File: config.mk
export PLATFORM = sky130hd
export DESIGN_NAME = vsmac_drain_flat
export DESIGN_NICKNAME = d
export VERILOG_FILES = /design/src/rtl/vsmac_drain_if.sv /design/src/rtl/vsmac_drain.sv /design/src/flat_wrapper.sv
export SDC_FILE = /design/constraint.sdc
export NUM_CORES = 1
export LEC_CHECK = 0
export BUFFER_PORTS_ARGS = -buffer_cell sky130_fd_sc_hd__buf_2
export CAP_MARGIN = 20
export CORE_AREA = 4 4 87 72
export CTS_CLUSTER_DIAMETER = 60
export DETAILED_ROUTE_END_ITERATION = 6
export DIE_AREA = 0 0 91 76
export GPL_ROUTABILITY_DRIVEN = 0
export GPL_TIMING_DRIVEN = 0
export PLACE_DENSITY = 0.8
export SLEW_MARGIN = 40
export SYNTH_ARGS = -nofsm -noshare
export SYNTH_HDL_FRONTEND = slang
export SYNTH_SLANG_ARGS = --single-unit
File: constraint.sdc
create_clock -name clk -period 2.4 [get_ports clk]
set_input_delay 0.48 -clock clk [delete_from_list [all_inputs] [get_ports clk]]
set_output_delay 0.48 -clock clk [all_outputs]
set_load 0.005 [all_outputs]
File: src/rtl/vsmac_drain_if.sv
// Stream bundle for the result-vector drain: packed vector in, one element per transfer out.
interface vsmac_drain_if #(
    parameter int SIZE  = 6,
    parameter int WIDTH = 8
);
    localparam int IW = (SIZE > 1) ? $clog2(SIZE) : 1;

    logic                   in_valid;
    logic                   in_ready;
    logic [WIDTH*SIZE-1:0]  in_data;
    logic                   out_valid;
    logic                   out_ready;
    logic [WIDTH-1:0]       out_data;
    logic [IW-1:0]          out_index;
    logic                   out_last;
    logic                   busy;

    modport master (
        output in_valid, in_data, out_ready,
        input  in_ready, out_valid, out_data, out_index, out_last, busy
    );

    modport slave (
        input  in_valid, in_data, out_ready,
        output in_ready, out_valid, out_data, out_index, out_last, busy
    );
endinterface

File: src/rtl/vsmac_drain.sv
// Serialises one packed MAC result vector into an element stream, element 0 first,
// with optional ReLU; a new vector may load on the same edge the last element leaves.
module vsmac_drain #(
    parameter int SIZE  = 6,
    parameter int WIDTH = 8,
    parameter int RELU  = 0
) (
    input  logic          clk,
    input  logic          reset,
    vsmac_drain_if.slave  bus
);
    localparam int IW = (SIZE > 1) ? $clog2(SIZE) : 1;

    localparam logic [0:0] S_IDLE = 1'b0;
    localparam logic [0:0] S_SEND = 1'b1;

    logic [0:0]            r_state;
    logic [WIDTH*SIZE-1:0] r_buf;
    logic [IW-1:0]         r_index;

    logic                  w_valid;
    logic                  w_last;
    logic                  w_xfer;
    logic                  w_in_ready;
    logic                  w_cap;
    logic [WIDTH-1:0]      w_elem;
    logic [WIDTH-1:0]      w_elem_act;

    assign w_valid    = (r_state == S_SEND);
    assign w_last     = w_valid && (r_index == IW'(SIZE - 1));
    assign w_xfer     = w_valid && bus.out_ready;
    assign w_in_ready = reset && (!w_valid || (w_xfer && w_last));
    assign w_cap      = bus.in_valid && w_in_ready;

    always_ff @(posedge clk) begin
        if (!reset) begin
            r_state <= S_IDLE;
            r_buf   <= '0;
            r_index <= '0;
        end else if (w_cap) begin
            r_state <= S_SEND;
            r_buf   <= bus.in_data;
            r_index <= '0;
        end else if (w_xfer) begin
            if (w_last) begin
                r_state <= S_IDLE;
                r_index <= '0;
            end else begin
                r_index <= r_index + 1'b1;
            end
        end
    end

    // Element mux built from registered state only, so in_valid never reaches out_*.
    always_comb begin
        w_elem = '0;
        for (int i = 0; i < SIZE; i++) begin
            if (r_index == IW'(i)) begin
                w_elem = r_buf[i*WIDTH +: WIDTH];
            end
        end
    end

    always_comb begin
        w_elem_act = w_elem;
        if ((RELU != 0) && w_elem[WIDTH-1]) begin
            w_elem_act = '0;
        end
    end

    assign bus.in_ready  = w_in_ready;
    assign bus.out_valid = w_valid;
    assign bus.out_data  = w_valid ? w_elem_act : '0;
    assign bus.out_index = r_index;
    assign bus.out_last  = w_last;
    assign bus.busy      = w_valid;
endmodule
File: src/flat_wrapper.sv
// flat-port wrapper written by rule: the top's interface ports become plain ports
module vsmac_drain_flat 
#(
    parameter int SIZE  = 6,
    parameter int WIDTH = 8,
    parameter int RELU  = 0
)
  (clk, reset, bus_in_valid, bus_in_data, bus_out_ready, bus_in_ready, bus_out_valid, bus_out_data, bus_out_index, bus_out_last, bus_busy);
  vsmac_drain_if #(.SIZE(SIZE), .WIDTH(WIDTH)) bus_i ();
  input  logic clk;
  input  logic reset;
  input wire logic [$bits(bus_i.in_valid)-1:0] bus_in_valid;
  input wire logic [$bits(bus_i.in_data)-1:0] bus_in_data;
  input wire logic [$bits(bus_i.out_ready)-1:0] bus_out_ready;
  output wire logic [$bits(bus_i.in_ready)-1:0] bus_in_ready;
  output wire logic [$bits(bus_i.out_valid)-1:0] bus_out_valid;
  output wire logic [$bits(bus_i.out_data)-1:0] bus_out_data;
  output wire logic [$bits(bus_i.out_index)-1:0] bus_out_index;
  output wire logic [$bits(bus_i.out_last)-1:0] bus_out_last;
  output wire logic [$bits(bus_i.busy)-1:0] bus_busy;
  assign bus_i.in_valid = bus_in_valid;
  assign bus_i.in_data = bus_in_data;
  assign bus_i.out_ready = bus_out_ready;
  assign bus_in_ready = bus_i.in_ready;
  assign bus_out_valid = bus_i.out_valid;
  assign bus_out_data = bus_i.out_data;
  assign bus_out_index = bus_i.out_index;
  assign bus_out_last = bus_i.out_last;
  assign bus_busy = bus_i.busy;
  vsmac_drain #(.SIZE(SIZE), .WIDTH(WIDTH), .RELU(RELU)) u_core (.clk(clk), .reset(reset), .bus(bus_i));
endmodule
# After elaboration in Yosys (flattened, before gate mapping)
# Cells that the tools add are included.
[word_totals] input_bits=52 word_cells=33 output_inout_bits=15 regBits=52
[op_classes] n_addsub=1 eq_ne=5 n_reduce_logical=12 bitwise_logic=1 mux=11
[ops] operator="$mux W8" count=7
[ops] operator="$eq A3 B2 Y1 const B" count=2
[ops] operator="$eq A3 B3 Y1 const B" count=2
[ops] operator="$logic_and A1 B1 Y1" count=5
[ops] operator="$reduce_bool A2 Y1" count=2
[ops] operator="$add A3 B1 Y3 const B" count=1
[ops] operator="$eq A3 B1 Y1 const B" count=1
[ops] operator="$logic_not A3 Y1" count=1
[ops] operator="$mux W1" count=3
[ops] operator="$mux W3" count=1
[ops] operator="$reduce_and A2 Y1" count=1
[ops] operator="$reduce_or A2 Y1" count=1
[ops] operator="$logic_not A1 Y1" count=1
[ops] operator="$logic_or A1 B1 Y1" count=1
[ops] operator="$not A1 Y1" count=1

# Logic depth before layout (Yosys ltp)
# Gate-level depths: netlist of the first run.
[logic_depth] ltp_word=8 depth_mapped=8 mapped_depth_nobuf=5

# Least setup slack after synthesis of the first run
# OpenSTA, ideal clock, no wires.
[synth_timing] kind="register -> output" startpoint="reg u_core.r_index[2] (netlist: u_core.bus.out_index[2])" endpoint="out bus_out_data[5]" path_buffers=1 arrival_ns=1.656 path_stages_with_launch=7 slack_ns=0.264 t_required_ns=1.920 cell_sequence="dfxtp_1 > inv_1 > ha_1 > buf_2 > or3b_1 > a32oi_1 > o31ai_1"
[synth_between] elab_chain_len=8 elab_cells_between_ends=13 classes_between="eq/ne: 5; mux: 7; reduce/logical: 1"
[synth_rtl] element="start, declared" line_no="vsmac_drain.sv:19" rtl="logic [IW-1:0] r_index;"
[synth_rtl] element="start signal, assigned" line_no="vsmac_drain.sv:49" rtl="r_index <= r_index + 1'b1;"
[synth_rtl] element="$logic_not A3 Y1" line_no="vsmac_drain.sv:58" rtl="if (r_index == IW'(i)) begin"
[synth_rtl] element="$mux W8 (5 in a row)" line_no="vsmac_drain.sv:58"
[synth_rtl] element="$mux W8 *" line_no="vsmac_drain.sv:58"
[synth_rtl] element="$mux W8 *" line_no="vsmac_drain.sv:73" rtl="assign bus.out_data = w_valid ? w_elem_act : '0;"
[synth_rtl] element="end, declared" line_no="flat_wrapper.sv:17" rtl="output wire logic [$bits(bus_i.out_data)-1:0] bus_out_data;"
# Every way passes the cells marked *; elsewhere a longest branch is shown, timed or not.

# Final worst setup path of the first run
[layout_timing] startpoint="reg u_core.r_index[1] (netlist: u_core.bus.out_index[1])" endpoint="out bus_out_data[5]"
# The elaborated chain is that of the path after synthesis.

==> results.md, run 1 <==
Critical path:
- The critical path contains buffers and inverters numbering 3 combined.
- The worst setup path is captured at a primary output.
- The kind of cell with the highest combined delay along the critical path is buffers and inverters.
- The maximum cell stage delay along the critical path is between 300 and 400 ps.
- The worst setup path is launched from a flop.
- Of all nets on the critical path, the largest fanout is 10.
- The cell type of the slowest stage on the worst timing path is sky130_fd_sc_hd__dfxtp_4.
- The critical path goes through buf_4 -> ha_4 -> buf_12 -> or3b_4 -> a32oi_2 -> o31ai_2 -> buf_2.
- The arrival time of data at the critical path endpoint is ~2000 ps.
- Data on the critical path is required at its endpoint by 1920 ps.
- The start-to-end type of the worst setup path is reg2out.

Synth:
- After Yosys synthesis, XOR and XNOR cells account for 0% of the synthesized area.
- The simple logic cell fraction of the synthesized area is roughly 22%.
- By area, the combinational part of the netlist is dominated by simple AND/OR/NAND/NOR gates.
- The netlist area before placement is ~2900 um^2.
- The largest total area in the synthesized netlist belongs to sky130_fd_sc_hd__dfxtp_1.
- The synthesized design contains 0 enable-type register cells.
- The multiplexer share of the synthesized area is roughly 17%.
- The share of synthesized area occupied by flip-flops and latches is around 37%.
- The synthesized area per cell is about 9 um^2.
- The count of synthesis-stage warnings from yosys is 0.
- The adder-cell area share of the yosys netlist is ~2.2%.
- The register bit total from synthesis is 52.
- The proportion of netlist area held by the largest area contributor is a little over a third.
- The number of distinct library cell variants in the gate-level netlist after synthesis is 35.
- The compound-gate portion of the synthesized area is 14.27%.
- Counting flops with an async set or reset pin after synthesis yields a share of 0%.
- For this run, the leading register cell type out of synthesis is sky130_fd_sc_hd__dfxtp_1.
- The synthesized net count is between 300 and 400.
- The synthesized instance count is 324.
- In the post-synthesis netlist, the biggest area contributors are sky130_fd_sc_hd__dfxtp_1, sky130_fd_sc_hd__mux2i_1, sky130_fd_sc_hd__nand2_1.

STA:
- Setup repair after global routing could not meet its margin everywhere.
- The clock arrives with around 2.5 ps of skew.
- The transition at the pin with the smallest max-transition slack is ~500 ps.
- Hold timing on the final database bottoms out at a slack of 392.9 ps.
- Setup violations remaining at the end of the flow were counted as 8.
- The number of slew-limit violations in the final report came to 0.
- The fmax is approximately 400 MHz.
- The number of hold violations in the final report came to 0.
- The routed design could run at a clock period as short as between 2000 and 3000 ps.
- The worst setup slack after layout is -113.3 ps.
- The worst max-slew margin expressed relative to the limit is 66.85%.
- Of the available clock period, the critical path in the final layout requires 104.7%.
- Setup total negative slack on the finished layout was measured at -501.3 ps.

Global routing:
- The first global-routing pass estimated ~12000 um of wire.
- The initial antenna violation count is 0.
- The pin count of the biggest net entering global routing is 16.
- The number of global-route vias before repair is roughly 2500.
- Global routing finished with a remaining overflow of 0.
- Global routing used 22.06% of the available tracks.

Clock tree:
- The CTS tree is done.
- Clock tree synthesis found a total of 52 sinks.
- The largest buffer count on any clock path is 2.
- The number of CTS-inserted buffers is 5.
- The H-tree was split into 2 levels.
- The clock transition at the registers of the reported paths is 90 ps.
- The cell sitting at the root of the clock tree is a sky130_fd_sc_hd__clkbuf_8.
- The clock latency at the later pin of the worst-skew pair is 310 ps.

Place:
- The post-detailed-placement half-perimeter wirelength is 5302 um.
- Including well taps, the total number of placed cells is approximately 450.
- The total of buffers placed on input and output ports is 65.

Pwr:
- The cell leakage power is roughly 0.0017 uW.
- Dividing total power by cell area gives a power density of 502.7 nW/um^2.
- Across the VDD grid, the largest voltage drop is approximately 0.31 mV.
- The cell-internal power is 1381 uW.
- Sequential cells account for between 50% and 60% of the total power.
- Per report_power, the clock group accounts for 32.0% of the total.
- Of the total power, the share spent switching nets is between 20% and 30%.
- The analysis attributes to net switching a power of between 400 and 500 uW.
- The share of total power dissipated in combinational logic is 16.8%.

Floorplanning:
- In this run the vertical extent of the chip is around 76 um.
- The x dimension of the die is between 90 and 100 um.
- The starting density of the core is between 50% and 60%.
- The area enclosed by the die boundary is a little under 7000 um^2.
- The number of top-level design ports is 67.
- The core region is 5405 um^2.
- The initialized floorplan defines 24 standard-cell rows.

Cells and area:
- Summing all multi-input logic gate instances after layout gives between 1500 and 2000 um^2.
- In the final layout, the share of cells above drive strength 1 is about a third.
- The total number of nets in the final design is 469.
- For this run, the number of standard cells in the final layout without fillers is ~480.
- The area taken by flip-flops and latches is 1052 um^2.
- From synthesis to final layout, the design area changed by 30.82%.
- 0 antenna diodes ended up in the layout.
- Once layout is complete, the utilization of the core stands at between 60% and 70%.
- The fill cell total of the finished layout is 400.

Hold path:
- The type of the tightest min-delay check is in2reg.

Drt:
- The number of vias in the routed layout is around 2800.
- The number of remaining DRC errors is 0.
- The antenna violation net count after detailed routing is 0.
- After detailed routing, the average wire length per cell comes to roughly 17 um.
- The first routing iteration left around 150 violations.
- The wire length after detailed routing is slightly above 8000 um.
- The number of detailed-route iterations in the first pass is 5.
- The detailed-route vias per instance is 5.780.

Run:
- Across the run, the number of max-cap violations was 0.

Run status:
- The final reports fail on setup timing.
- The flow ran to the end, but the final reports show violations.
==> logic make-up (layout without fill, tap and decap cells) <==
family                   after synthesis  count (layout)
flip-flops                            52              52
AO/OA/AOI/OAI                         53              53
adder cells (fa/ha/maj)                5               5
buffers and inverters                 33             122
multiplexers                          49              49
AND/OR/NAND/NOR                      132             132
==> worst min-delay path, stage by stage <==
cell	delay, ps
sky130_fd_sc_hd__buf_2	90
sky130_fd_sc_hd__a21oi_1	30
sky130_fd_sc_hd__nor2_1	70
==> worst paths after layout <==
| check | start | endpoint | slack [ps] | cells past startpoint |
|---|---|---|---|---|
| worst max-delay path | u_core.bus.out_index[1] | bus_out_data[5] | -110 | 7 |
| worst min-delay path | bus_in_valid | u_core.bus.busy | 390 | 3 |
| worst max register to register | u_core.bus.out_index[1] | u_core.r_buf[5] | 490 | 10 |
| worst min register to register | u_core.r_buf[23] | u_core.r_buf[23] | 470 | 2 |
==> per-stage QoR <==
step                      worst slack, ps  total power (uW)  instance area, um^2
final                              -113.3              1874                 3729
after global placement             -161.9              1248                 3257
after floorplan                     263.9              1154                 2850
after CTS                          -65.96              1853                 3543
after detailed placement           -202.7              1256                 3257
after global routing               -170.4              1939                 3729
==> power groups by stage <==
| stage | Combinational [uW] | Clock [uW] | Sequential [uW] |
|---|---|---|---|
| after floorplan | 196 | 0 | 957 |
| after global routing | 345 | 632 | 962 |
| after detailed placement | 283 | 0 | 972 |
| after CTS | 294 | 607 | 952 |
| after global placement | 277 | 0 | 971 |
| final | 316 | 601 | 958 |
==> registers in the layout (all words and copies together), names as in the netlist <==
name                  cells
u_core.r_buf             48
u_core.bus.out_index      3
u_core.bus.busy           1
==> cell type report <==
class	count	share of cell area, %
clock inverter	2	0.9396
buffer	29	6.846
inverter	4	0.5034
tap	65	2.181
timing repair buffer	81	11.95
multi-input combinational	239	47.42
clock buffer	6	1.946
sequential	52	28.22
==> layer usage <==
layer  vias to the layer above  global-route usage (%)  part of all wire [%]
met1                      1266                   30.38                    42
met4                         0                   6.325                   3.3
met3                        33                   5.429                   8.6
li1                       1309                       -                     -
met5                         -                       0                     0
met2                       155                   34.31                    46
==> synthesized netlist by cell type, drive strengths merged (4+ instances only) <==
library cell	instances
a32oi	7
inv	4
o31ai	7
ha	5
a21oi	5
clkbuf	12
mux2i	49
a21o	7
nand2b	7
a2111oi	8
nand2	101
dfxtp	52
o21ai	8
and3b	7
buf	17
o2111ai	7
or3b	7
==> placed cells by master, fill, tap and decap left out, types with 6 or more instances in the layout <==
master	netlist	final
sky130_fd_sc_hd__a21o_1	7	7
sky130_fd_sc_hd__or3b_1	7	6
sky130_fd_sc_hd__buf_4	3	18
sky130_fd_sc_hd__o2111ai_1	7	7
sky130_fd_sc_hd__clkbuf_1	12	11
sky130_fd_sc_hd__and3b_1	7	7
sky130_fd_sc_hd__nand2b_1	7	7
sky130_fd_sc_hd__buf_2	7	70
sky130_fd_sc_hd__o21ai_0	8	8
sky130_fd_sc_hd__mux2i_1	49	49
sky130_fd_sc_hd__dfxtp_1	52	49
sky130_fd_sc_hd__buf_12	5	6
sky130_fd_sc_hd__nand2_1	100	100
==> what timing repair did <==
action,4_1_cts,5_1_grt
hold endpoints to repair,0,0
endpoints found under the setup margin,8,8
buffers inserted,7,9
gates resized for setup,34,25
hold buffers,0,0
gates cloned,0,0
pin swaps,9,8
Note: power is estimated with default switching activity, not from simulation.
==> run 2, diff against run 1 <==
CORE_AREA = 4 4 84 70   (was 4 4 87 72)
DIE_AREA = 0 0 88 74   (was 0 0 91 76)
PLACE_DENSITY = 0.84   (was 0.8)
clock period = 2.9 ns   (was 2.4 ns; I/O delays follow)
==> run 2 against run 1 <==
Compared with the run above: the run now ends clean; first-iteration DRC count grew 6.8%; combinational power fell by 25%; clock power decreased by 27%; non-clock buffer count down 14; via count shrank 7.6%; flip-flop and latch count unchanged; cell count shrank 3.6%; count of clock-buffer cells in the layout unchanged; register-to-register slack better by 670 ps; critical endpoint is now bus_out_data[2]; largest power group unchanged.
==> results.md, run 2 (synthesis gave the netlist of run 1 again) <==
Run status:
- The run finished with clean final reports.

Cells and area:
- The number of flip-flops under the largest register name is 48 (unchanged).
- The total number of nets in the final design is 455 (-3.0%).
- The area of all placed cells without fillers is 3395 um^2 (-9.0%).
- The share of the core filled with cells in the final layout was 68.18% (-0.80 points).
- The final standard cell count with taps included and fillers excluded is 461 (-3.6%).
- The number of diodes is 0 (unchanged).
- Compared with the post-synthesis result, the final layout area differs by 19.10%.
- The register with the most flip-flops in the final layout is u_core.r_buf.
- Leaving out fill and tap cells, the most frequent cell in the layout is sky130_fd_sc_hd__nand2_1.
- Leaving out fill and tap cells, the most frequent cells in the layout are sky130_fd_sc_hd__nand2_1, sky130_fd_sc_hd__buf_2, sky130_fd_sc_hd__dfxtp_1.
- The fraction of layout instances using a drive strength above 1 is 25.81% (-7.6 points).

Hold path:
- The number of cells on the worst hold path was 2 (-1).
- The destination of the worst hold path is u_core.r_buf[20].
- The source of the worst hold timing path is u_core.r_buf[20].
- The type of the tightest min-delay check is reg2reg.

Place:
- The total of buffers placed on input and output ports came to 65 (unchanged).
- The post-detailed-placement half-perimeter wirelength is 5293 um (-0.18%).
- The worst slack at placement is 193.0 ps (+395.7 ps).
- The post-detailed-placement cell area was 3253 um^2 (-0.12%).
- The count of placed standard cells including taps is 451 (-0.66%).

Critical path:
- The arrival time of data at the critical path endpoint came to 2230 ps (+200 ps).
- The setup slack of the worst register-to-register path is 1160 ps (+670 ps).
- The number of cells on the worst reg-to-reg path is 7 (-3).
- The critical path is of the reg2out type.
- The worst register-to-register path begins at u_core.bus.out_index[1].
- The maximum net fanout on the critical path is 10 (unchanged).
- The worst setup path is launched from a flop.
- The required time reported for the critical path endpoint came to 2320 ps (+400 ps).
- The worst register-to-register path ends at u_core.bus.out_index[1].
- The endpoint class of the critical path is a primary output.

Clock tree:
- The number of CTS-inserted buffers is 5 (unchanged).
- The clock transition at the registers of the reported paths came to 90 ps (about the same).
- The level count of the clock H-tree is 2 (unchanged).
- TritonCTS built the clock tree.
- The clock latency at the later pin of the worst-skew pair is 310 ps (about the same).
- The post-cts hold buffer count was 0 (unchanged).
- The TritonCTS sink count is 52 (unchanged).
- The largest buffer count on any clock path is 2 (unchanged).
- The cell sitting at the root of the clock tree is a sky130_fd_sc_hd__clkbuf_8.

Global routing:
- The remaining global-route overflow is 0 (unchanged).
- The total global-route track usage is 22.63% (+0.57 points).
- The pin count of the biggest net entering global routing is 17 (+1).
- The global-route wire length before repair is 11290 um (-9.2%).
- The number of global-route vias before repair is 2323 (-8.0%).
- The initial antenna violation count is 0 (unchanged).

Pwr:
- The power per standard cell area is 433.1 nW/um^2 (-14%).
- The total power of the final layout is 1470 uW (-22%).
- The cell leakage power is 0.001527 uW (-8.6%).
- The worst-case vdd ir drop was 0.2853 mV (-8.7%).

Drt:
- The number of DRC violations after detailed-routing iteration 0 is 156 (+6.8%).
- The number of detailed-route iterations in the first pass was 4 (-1).
- The number of remaining DRC errors is 0 (unchanged).
- The average detailed-routed wire length per instance came to 15.62 um (-10%).
- The wire length after detailed routing is 7201 um (-13%).
- The number of vias in the routed layout came to 2553 (-7.6%).
- The detailed-route vias per instance is 5.538 (-4.2%).
- The antenna violation net count after detailed routing is 0 (unchanged).

STA:
- The worst setup slack after layout is 91.73 ps (+205.0 ps).
- The transition at the pin with the smallest max-transition slack is 653.5 ps (+156.2 ps).
- The number of hold violations in the final report is 0 (unchanged).
- The worst clock skew is 6.309 ps (+3.787 ps).
- The routed design could run at a clock period as short as 2808 ps.
- The worst max-slew margin expressed relative to the limit is 55.31% (-12 points).
- The final number of setup-violating endpoints is 0 (-8).
- The number of slew-limit violations in the final report is 0 (unchanged).
- Static timing analysis puts the maximum clock frequency at about 360 MHz.
- The post-route clock period utilization is 96.84%.

Floorplanning:
- The total core area is 4979 um^2 (-7.9%).
- The row count is 23 (-4.2%).
- The die outline height came to 74 um (-2.6%).
- The starting density of the core is 57.25% (+4.5 points).
- The number of top-level design ports is 67 (unchanged).
- The x dimension of the die is 88 um (-3.3%).
- The area enclosed by the die boundary was 6512 um^2 (-5.8%).

Run:
- The max capacitance violation total was 0 (unchanged).
run 2: cell count changes in the layout (fill, tap and decap cells not counted), moves of 4 or more:
cell	change
sky130_fd_sc_hd__a32oi_1	+4
sky130_fd_sc_hd__a32oi_2	-4
sky130_fd_sc_hd__a2111oi_0	+4
sky130_fd_sc_hd__ha_1	+4
sky130_fd_sc_hd__a2111oi_4	-4
sky130_fd_sc_hd__buf_4	-13
run 2: per-layer routing:
metal | wire (um) | GRT usage [%] | part of all wire (%) | vias up
li1 | - | - | - | 1283
met2 | 3285 | 36.04 | 46 | 100
met5 | 0 | 0 | 0 | -
met1 | 3316 | 31.39 | 46 | 1158
met3 | 503 | 4.873 | 7.0 | 12
met4 | 95 | 5.963 | 1.3 | 0
run 2: metrics by stage:
stage                     hold WS, ps  setup TNS (ps)
after detailed placement        448.4               0
after CTS                       461.6               0
after global placement          442.8               0
after floorplan                 430.4               0
after global routing            481.7          -7.186
final                           465.1               0
run 2: critical path: stages (launching register included):
cell and delay, ps:
sky130_fd_sc_hd__dfxtp_2 460, sky130_fd_sc_hd__clkinvlp_4 150, sky130_fd_sc_hd__ha_2 230, sky130_fd_sc_hd__buf_2 190
sky130_fd_sc_hd__a2111oi_0 600, sky130_fd_sc_hd__o31ai_2 130, sky130_fd_sc_hd__buf_2 150
run 2: timing repair:
action	CTS	global route
setup endpoints to repair	7	8
setup buffers	0	2
resized for setup	2	9
run 2: worst max-delay path by stage:
stage / startpoint / end / cells past startpoint
global route: u_core.bus.out_index[2] / bus_out_data[3] / 7
CTS: u_core.bus.out_index[2] / bus_out_data[0] / 7
floorplan: u_core.bus.out_index[2] / bus_out_data[5] / 6
global placement: u_core.bus.out_index[2] / bus_out_data[0] / 6
detailed placement: u_core.bus.out_index[2] / bus_out_data[0] / 6
finish: u_core.bus.out_index[2] / bus_out_data[2] / 6
run 2: cell type report:
type / count / area, um^2
multi-input combinational: 239 / 1599
fill: 418 / 1584
sequential: 52 / 1044
timing repair buffer: 67 / 340.3
buffer: 29 / 217.7
clock buffer: 6 / 82.58
tap: 62 / 77.57
inverter: 4 / 18.77
clock inverter: 2 / 15.01
run 2: power by group:
| group | total, uW | internal (uW) | leakage, uW | switching [uW] |
|---|---|---|---|---|
| clock | 440 | 194 | 0.0000434 | 246 |
| sequential | 792 | 758 | 0.000428 | 33.6 |
| combinational | 238 | 119 | 0.00106 | 119 |
==> run 3, diff against run 2 <==
--- a/config.mk
+++ b/config.mk
@@ -9,9 +9,10 @@
 export CAP_MARGIN = 20
-export CORE_AREA = 4 4 84 70
+export CORE_AREA = 4 4 76 78
 export CTS_CLUSTER_DIAMETER = 60
 export DETAILED_ROUTE_END_ITERATION = 6
-export DIE_AREA = 0 0 88 74
+export DIE_AREA = 0 0 80 82
 export GPL_ROUTABILITY_DRIVEN = 0
 export GPL_TIMING_DRIVEN = 0
-export PLACE_DENSITY = 0.84
+export PLACE_DENSITY = 0.83
+export REMOVE_ABC_BUFFERS = 1
 export SLEW_MARGIN = 40
--- a/constraint.sdc
+++ b/constraint.sdc
@@ -3,2 +3,2 @@
 set_output_delay 0.58 -clock clk [all_outputs]
-set_load 0.005 [all_outputs]
+set_load 0.02 [all_outputs]
==> run 3 against run 2 <==
Compared with the run above: global-route usage is 1.2 points lower; non-clock buffer count shrank 22; sequential share of layout area grew 0.60 points; count of clock-buffer cells in the layout unchanged; via count shrank 4.2%; hold slack got worse by 6.8 ps; first-iteration DRC count down 42%; critical path depth did not move; utilization shrank 2.3 points; clock power grew 12%; clock skew up 5.5 ps.
==> results.md, run 3 (synthesis gave the netlist of run 1 again) <==
Drt:
- The number of detailed-route iterations in the first pass is 4 (unchanged).
- The detailed-route vias per instance came to 5.470 (-1.2%).
- The number of DRC violations after detailed-routing iteration 0 is 91 (-42%).
- The antenna violation net count after detailed routing came to 0 (unchanged).
- The amount of wire on met3 after detailed routing is 314 um (-38%).
- The wire length on met2 is 3450 um (+5.0%).
- The number of remaining DRC errors is 0 (unchanged).
- The number of vias in the routed layout was 2445 (-4.2%).
- The detailed router used layers up to and including met4.
- The wire length after detailed routing is 6796 um (-5.6%).
- The wire length the detailed router placed on met1 came to 2923 um (-12%).
- The average detailed-routed wire length per instance was 15.20 um (-2.7%).

Critical path:
- The maximum net fanout on the critical path is 18 (+8).
- The capture point of the critical path is bus_out_data[7].
- Walking the worst path, the cells encountered are inv_1 -> ha_2 -> and2b_4 -> a32oi_1 -> o31ai_1 -> buf_2.
- The critical path is of the reg2out type.
- The setup slack of the worst register-to-register path is 570 ps (-590 ps).
- The launching element of the worst setup path is u_core.bus.out_index[1].
- The startpoint identified for the worst register-to-register timing path is u_core.bus.out_index[1].
- The worst reg2reg path endpoint is u_core.r_buf[43].
- The number of cells on the worst reg-to-reg path is 8 (+1).
- The top cell family by delay on the critical path is flip-flops.
- The kind of start point of the critical path is a flop.
- The arrival time of data at the critical path endpoint came to 2190 ps (-40 ps).
- On the critical path, the stage with the largest delay is an instance of sky130_fd_sc_hd__dfxtp_1.
- The total stage count of the critical path is 6 (unchanged).
- The required time reported for the critical path endpoint was 2320 ps (about the same).
- The buffer and inverter count on the worst path came to 2 (-1).
- The maximum cell stage delay along the critical path came to 450 ps (-150 ps).
- STA classifies the critical path endpoint as a primary output.

STA:
- The final critical-path required period came to 2767 ps (-41.49 ps).
- The worst clock skew came to 11.84 ps (+5.533 ps).
- The transition at the pin with the smallest max-transition slack is 537.7 ps (-115.8 ps).
- The post-route clock period utilization was 95.41% (-1.4 points).
- The fmax is 361.4 MHz (+1.5%).
- The final number of setup-violating endpoints was 0 (unchanged).
- The number of slew-limit violations in the final report was 0 (unchanged).
- The number of hold violations in the final report came to 0 (unchanged).
- The worst setup slack after layout was 133.2 ps (+41.49 ps).
- The final hold slack is 458.2 ps (-6.848 ps).
- The worst max-slew margin expressed relative to the limit is 63.23% (+7.9 points).

Pwr:
- The worst-case vdd ir drop was 0.3370 mV (+18%).
- The total power of the final layout came to 1509 uW (+2.6%).
- The power per standard cell area is 451.5 nW/um^2 (+4.2%).
- The cell leakage power was 0.001498 uW (-1.9%).

Cells and area:
- The number of diodes is 0 (unchanged).
- The fraction of layout instances using a drive strength above 1 is 25.20% (-0.62 points).
- The number of flip-flops under the largest register name came to 48 (unchanged).
- In the layout the commonest cells are sky130_fd_sc_hd__nand2_1, sky130_fd_sc_hd__buf_2, sky130_fd_sc_hd__mux2i_1, sky130_fd_sc_hd__dfxtp_1, sky130_fd_sc_hd__o21ai_0.
- The most frequent standard cell in the layout excluding fill and tap cells is sky130_fd_sc_hd__nand2_1.
- From synthesis to final layout, the design area changed by 17.25%.
- The register with the most flip-flops in the final layout is u_core.r_buf.
- The area of all placed cells without fillers is 3342 um^2 (-1.5%).
- The share of the core filled with cells in the final layout is 65.85% (-2.3 points).
- The total number of nets in the final design is 433 (-4.8%).

Global routing:
- The number of global-route vias before repair was 2314 (-0.39%).
- The pin count of the biggest net entering global routing is 51 (+34).
- The global-route wire length before repair is 11030 um (-2.3%).
- The remaining global-route overflow is 0 (unchanged).
- The total global-route track usage is 21.44% (-1.2 points).
- The initial antenna violation count is 0 (unchanged).

Hold path:
- The source of the worst hold timing path is u_core.r_buf[16].
- The type of the tightest min-delay check is reg2reg.

Floorplanning:
- The total core area is 5075 um^2 (+1.9%).
- The x dimension of the die was 80 um (-9.1%).
- The number of top-level design ports is 67 (unchanged).
- The die outline height is 82 um (+11%).
- The starting density of the core is 56.16% (-1.1 points).
- The area enclosed by the die boundary is 6560 um^2 (+0.74%).
- The row count is 26 (+13%).

Clock tree:
- The clock transition at the registers of the reported paths was 90 ps (about the same).
- The largest buffer count on any clock path is 2 (unchanged).
- The CTS tree is done.
- The TritonCTS sink count is 52 (unchanged).
- The level count of the clock H-tree is 2 (unchanged).
- The clock latency at the later pin of the worst-skew pair is 310 ps (about the same).
- The buffer type at the clock tree root is sky130_fd_sc_hd__clkbuf_8.
- The number of CTS-inserted buffers was 5 (unchanged).

Run:
- The max capacitance violation total is 0 (unchanged).

Place:
- The post-detailed-placement half-perimeter wirelength is 4445 um (-16%).
- The post-detailed-placement cell area is 3163 um^2 (-2.8%).
- The worst slack at placement is -350.9 ps (-543.9 ps).
- The total of buffers placed on input and output ports was 66 (+1.5%).

Run status:
- The flow ran to the end, and the final reports show no timing, DRC or antenna violations.
==> run 3: layout make-up <==
cell class,count,area (um^2)
timing repair buffer,74,454.2
clock buffer,6,72.57
clock inverter,2,35.03
tap,70,87.58
inverter,4,18.77
fill,457,1733
multi-input combinational,239,1627
sequential,52,1047
==> run 3: through the flow <==
stage | instances | setup TNS (ps)
2_1_floorplan | 295 | -36000
3_3_place_gp | 431 | -76440
3_5_place_dp | 437 | -2395
4_1_cts | 446 | 0
5_1_grt | 447 | -7.669
6_report | 447 | 0
==> run 3: worst min-delay path: stages, from the launching register on <==
cell and delay [ps]:
sky130_fd_sc_hd__dfxtp_1 310, sky130_fd_sc_hd__nand2_1 50, sky130_fd_sc_hd__mux2i_1 50
==> run 3: how the worst min path moves through the flow <==
| stage | endpoint | slack (ps) | depth (start not counted) |
|---|---|---|---|
| 2_1_floorplan | u_core.r_buf[16] | 430 | 2 |
| 3_3_place_gp | u_core.r_buf[18] | 440 | 2 |
| 3_5_place_dp | u_core.r_buf[23] | 450 | 2 |
| 4_1_cts | u_core.r_buf[16] | 460 | 2 |
| 5_1_grt | u_core.r_buf[8] | 470 | 2 |
| 6_report | u_core.r_buf[16] | 460 | 2 |
==> run 3: routing by layer <==
layer,vias to the layer above,track usage (%)
met4,0,9.797
met1,1139,26.56
met2,56,36.51
met3,8,3.509
li1,1242,-
met5,-,0
==> run 3: where the power goes <==
group          switching [uW]  internal [uW]  total [uW]
clock                     235            256         491
sequential               32.5            757         790
combinational             116            112         228
total                     383           1130        1510
==> run 3: timing repair <==
action                                  in CTS  in global routing
hold buffers                                 0                  0
buffers inserted                             1                  1
endpoints found under the setup margin       8                  8
resized for setup                            7                  6
pin swaps                                    0                  1
